## src/rtl/regbank_pkg.sv

```systemverilog
// Shared types for the register-bank write side: FSM state and an entry-writability helper.
// Pure declarations; no latency or backpressure of its own.
package regbank_pkg;

  typedef enum logic {IDLE, CLEAR} rb_state_t;

  // Entry 0 is a hardwired zero when zero_r0 is set; every other entry is real storage.
  function automatic bit entry_writable(input int k, input bit zero_r0);
    return !(zero_r0 && (k == 0));
  endfunction

endpackage

```

## src/rtl/decoder_n.sv

```systemverilog
// Binary-to-one-hot decoder gated by an enable; all outputs low when en_i is low.
// Purely combinational, zero latency, no backpressure.
module decoder_n #(
  parameter int address = 5
) (
  input  logic                      en_i,
  input  logic [address-1:0]        addr_i,
  output logic [(2**address)-1:0]   onehot_o
);

  always_comb begin
    onehot_o = '0;
    if (en_i) begin
      onehot_o[addr_i] = 1'b1;
    end
  end

endmodule

```

## src/rtl/regbank32_wr_n.sv

```systemverilog
// Write side of the 32-entry bank: one-hot decoded writes plus a one-entry-per-cycle clear engine.
// Write latency 1 (ack one cycle later); while busy_o is high, writes are refused, not queued.
module regbank32_wr_n
  import regbank_pkg::*;
#(
  parameter int n       = 4,
  parameter int address = 5,
  parameter int m       = 32,
  parameter bit ZERO_R0 = 1'b1
) (
  input  logic                      clk_i,
  input  logic                      rst_i,
  input  logic                      wr_en_i,
  input  logic [address-1:0]        wr_addr_i,
  input  logic [n-1:0]              wr_data_i,
  input  logic                      clr_i,
  output logic [m-1:0][n-1:0]       data_o,
  output logic                      busy_o,
  output logic                      wr_ack_o
);

  if (m != (1 << address)) begin : g_bad_m
    $error("regbank32_wr_n: m must equal 2**address");
  end

  localparam logic [address-1:0] LAST = address'(m - 1);

  rb_state_t            state, state_nxt;
  logic [address-1:0]   cnt, cnt_nxt;
  logic                 ack_nxt;
  logic                 dec_en;
  logic [address-1:0]   dec_addr;
  logic [n-1:0]         dec_dat;
  logic [m-1:0]         sel;

  // The clear engine borrows the write decoder: address and data are muxed, never both active.
  always_comb begin
    state_nxt = state;
    cnt_nxt   = cnt;
    ack_nxt   = 1'b0;
    dec_en    = 1'b0;
    dec_addr  = wr_addr_i;
    dec_dat   = wr_data_i;
    unique case (state)
      IDLE: begin
        if (clr_i) begin
          state_nxt = CLEAR;
          cnt_nxt   = '0;
        end else if (wr_en_i) begin
          dec_en  = 1'b1;
          ack_nxt = 1'b1;
        end
      end
      CLEAR: begin
        dec_en   = 1'b1;
        dec_addr = cnt;
        dec_dat  = '0;
        if (cnt == LAST) begin
          state_nxt = IDLE;
          cnt_nxt   = '0;
        end else begin
          cnt_nxt = cnt + address'(1);
        end
      end
      default: state_nxt = IDLE;
    endcase
  end

  always_ff @(posedge clk_i or posedge rst_i) begin
    if (rst_i) begin
      state    <= IDLE;
      cnt      <= '0;
      wr_ack_o <= 1'b0;
    end else begin
      state    <= state_nxt;
      cnt      <= cnt_nxt;
      wr_ack_o <= ack_nxt;
    end
  end

  assign busy_o = (state == CLEAR);

  decoder_n #(.address(address)) u_dec (
    .en_i     (dec_en),
    .addr_i   (dec_addr),
    .onehot_o (sel)
  );

  for (genvar k = 0; k < m; k++) begin : g_entry
    if (entry_writable(k, ZERO_R0)) begin : g_flop
      logic [n-1:0] q;
      always_ff @(posedge clk_i or posedge rst_i) begin
        if (rst_i) begin
          q <= '0;
        end else if (sel[k]) begin
          q <= dec_dat;
        end
      end
      assign data_o[k] = q;
    end else begin : g_zero
      // A write to a hardwired-zero entry is still acked; only the data is dropped.
      logic unused_sel;
      assign unused_sel = sel[k];
      assign data_o[k]  = '0;
    end
  end

endmodule

```

## config.mk

```make
export PLATFORM = sky130hd
export DESIGN_NAME = regbank32_wr_n
export DESIGN_NICKNAME = d
export VERILOG_FILES = /design/src/rtl/regbank_pkg.sv /design/src/rtl/decoder_n.sv /design/src/rtl/regbank32_wr_n.sv
export SDC_FILE = /design/constraint.sdc
export NUM_CORES = 1
export LEC_CHECK = 0
export BUFFER_PORTS_ARGS = -buffer_cell sky130_fd_sc_hd__buf_2
export CORE_ASPECT_RATIO = 1.2
export CORE_MARGIN = 4
export CORE_UTILIZATION = 53
export DETAILED_ROUTE_END_ITERATION = 8
export GPL_TIMING_DRIVEN = 0
export PLACE_DENSITY = 0.8
export RECOVER_POWER = 100
export SYNTH_ARGS = -nofsm -noshare
export SYNTH_HDL_FRONTEND = slang
export SYNTH_SLANG_ARGS = --single-unit
```

## constraint.sdc

```tcl
create_clock -name clk_i -period 5.3 [get_ports clk_i]
set_input_delay 1.06 -clock clk_i [delete_from_list [all_inputs] [get_ports clk_i]]
set_output_delay 1.06 -clock clk_i [all_outputs]
set_load 0.01 [all_outputs]
```

==> results.md <==
- Setup Buffers After CTS: 0
- Drt first pass iters: 4
- Final Hold Fails: 0
- Mux cell area share after synthesis: around a quarter
- Area Growth Syn to Fin: 19.1%
- Post-Syn Area: roughly 0.0057 sq mm
- Largest net degree at the start of global routing: 77
- Residual DRC: 0
- Switch share: between 30 and 40%
- Gr usage total: approximately 22%
- WL/cell: roughly 20 microns
- Period utilisation layout: just under 60%
- DP Cell Count: approximately 640
- Clock buffer depth: 2
- Vias in the first global route: a little under 4,000
- RSZ-0062 raised after global routing: false
- Avg Cell Area, Syn: approximately 16 sq um
- Slew at the pin closest to its max-slew limit: about 2.4 ns
- DR vias/cell: 5.60
- Pwr dens: between 600 and 700 mW/mm^2
- Count of state elements after synthesis: between 100 and 150
- Fin area: 0.00683 sq mm
- Reg-to-Reg Start: busy_o
- Die width: a little over 100 microns
- Clock-pin slew on the worst setup and hold paths: 0.06 ns
- Initial antenna violation count: 0
- Post-route insts no fill: ~670
- Initial DRC count: around 230
- Dpl cell area: 0.00663 sq mm
- Crit Path Max Fanout: 10
- Dpl hpwl: around 9500 microns
- Fin. max-slew vios: between 50 and 60
- First-pass GRT wire length: 21,200 microns
- Pint: 2.88 mW
- H-tree depth: 4
- Fmax: ~0.32 GHz
- Antenna diode instance count: 0
- Most frequent cells in the layout: clkbuf_1, dfrtp_1, mux2_2
- Most common cell after layout, fill and taps aside: clkbuf_1
- Max-cap viol count: 1
- Flop pwr share: between 30% and 40%
- Site row count: 41
- Setup violators final: 0
- Synth Area in XOR/XNOR: less than 1%
- WL final: 13,500 microns
- CORE AREA: 0.0106 sq mm
- Via count: 3,742
- Leakage: 3.15 nW
- Slew margin rel.: -62.5%
- Tmin final: 3.10 ns
- Combinational family with the most area after synthesis: multiplexers
- Startpoint types: input port
- Synth Instances: about 370
- Post-CTS sizing: 0
- Total grt overflow: 0
- Crit path capture type: flop
- Comb pwr share: roughly 33%
- Adder-Cell Fraction of Synth Area: less than 1%
- Clk pwr share: between 20% and 30%
- Number of buffers created by CTS: 17
- Clock root buffer: clkbuf_16
- CTS tree: built
- Fin Clk Skew: about 0.01 ns
- I/O pin count: 143
- Worst setup path startpoint: clr_i
- Starting Density: a little over half
- Syn. warnings: 0
- Worst-case vdd ir drop: 312 uV
- Hold_ws: ~0.49 ns
- Critical Path AT: ~3.4 ns
- NumNets Final: ~540
- Netlist cell types: 37
- Post-synthesis compound-gate area fraction: a little under 10%
- Worst min path class: reg2reg
- Crit Path Class: in2reg
- Failing checks: max-capacitance violations, max-slew violations
- Chip height: 122 microns
- Final Core Density: around 65%
- Synth Area in Simple Gates: around 4.6%
- Min-delay src: g_entry[17].g_flop.q[3]
- Sw Pwr: 1.52 mW
- WP data required: 5.60 ns
- Clock tree sinks: approximately 130
- Hold buffers post-CTS: 0
- Fraction of layout cells with a size suffix above 1: between 30% and 40%
- Die ar.: roughly 0.013 sq mm
- Port Buf Inserts: 138
- Clock Latency Late Sink: between 0.4 and 0.5 ns
- Global placer's final weighted congestion: between 0.8 and 0.9
- Status: finished with violations
- Share of synthesized area occupied by flip-flops and latches: about 57%
- Antenna Nets Post-Route: 0
-- routing by layer --
| metal | vias up | GRT usage (%) | part of all wire [%] |
|---|---|---|---|
| met2 | 121 | 35.3 | 50 |
| met5 | - | 0 | 0 |
| met4 | 0 | 9.72 | 1.8 |
| met1 | 1922 | 28.6 | 42 |
| li1 | 1684 | - | - |
| met3 | 15 | 6.13 | 6.6 |
-- final timing paths --
check                                     endpoint  slack [ns]  cells after the start
hold reg to reg            g_entry[17].g_flop.q[3]        0.49                      1
hold / removal             g_entry[17].g_flop.q[3]        0.49                      1
setup reg to reg           g_entry[21].g_flop.q[1]        2.49                      5
setup / recovery           g_entry[21].g_flop.q[1]        2.20                      6
min in group asynchronous  g_entry[21].g_flop.q[0]        1.31                      2
max in group asynchronous   g_entry[7].g_flop.q[2]        2.88                      3
-- synthesized netlist by cell type (all sizes together) --
library cell    n  area share (%)
a21oi           1           0.087
a221o           5            0.87
a221oi         26             8.0
a22o            1            0.15
and3            1            0.11
buf            14             1.5
clkbuf         15            0.98
conb            1           0.065
dfrtp         131              57
ha              3            0.65
inv             3            0.20
mux2          125              25
mux2i           1            0.24
nand2           5            0.33
nand2b          1            0.11
nand3           1           0.087
nand4           1            0.11
nand4b          4            0.61
nand4bb         7             1.4
nor2            1           0.065
nor2b           4            0.44
nor3b           2            0.26
o21ai           2            0.17
o31ai           1            0.13
o32ai           1            0.15
o41ai           1            0.15
or4             1            0.13
or4b            5            0.94
xor2            1            0.15
-- logic make-up after synthesis --
family	Yosys count
buffers and inverters	32
muxes	126
adders and majority gates	3
xor gates and xnor gates	1
other	1
and+or+nand+nor	33
DFF	131
AOI/OAI and AO/OA	38
-- state kept, by name, summed over array words and instances (netlist names) --
| register | count |
|---|---|
| busy_o | 1 |
| g_entry.g_flop.q | 124 |
| wr_ack_o | 1 |
| cnt | 5 |
-- stage by stage --
stage | TNS (ns) | setup WS [ns] | total power [mW]
6_report | 0 | 2.20 | 4.40
2_1_floorplan | 0 | 0.742 | 2.74
3_5_place_dp | 0 | 2.28 | 3.43
3_3_place_gp | -50.27 | -0.393 | 3.36
4_1_cts | 0 | 2.72 | 4.67
5_1_grt | 0 | 2.11 | 4.66
-- power by group through the flow --
stage	Clock, mW	Sequential (mW)	Combinational [mW]
2_1_floorplan	0	1.92	0.820
3_3_place_gp	0	1.72	1.64
3_5_place_dp	0	1.74	1.69
4_1_cts	1.23	1.74	1.70
5_1_grt	1.28	1.80	1.58
6_report	1.21	1.75	1.44
-- cell type report --
class,count,area (sq um)
Inverter,3,12.5
Clock inverter,14,188
Clock buffer,18,429
Tap cell,129,161
Multi-Input combinational cell,205,2070
Sequential cell,131,3280
Buffer,29,130
Timing Repair Buffer,139,558
Fill cell,889,3740
-- worst max-delay path, stage by stage --
cell,delay (ns)
clkbuf_1,0.13
or4b_1,0.52
clkbuf_1,0.19
clkbuf_1,0.28
a221oi_1,0.80
mux2_2,0.42
(Power assumes the default switching activity.)
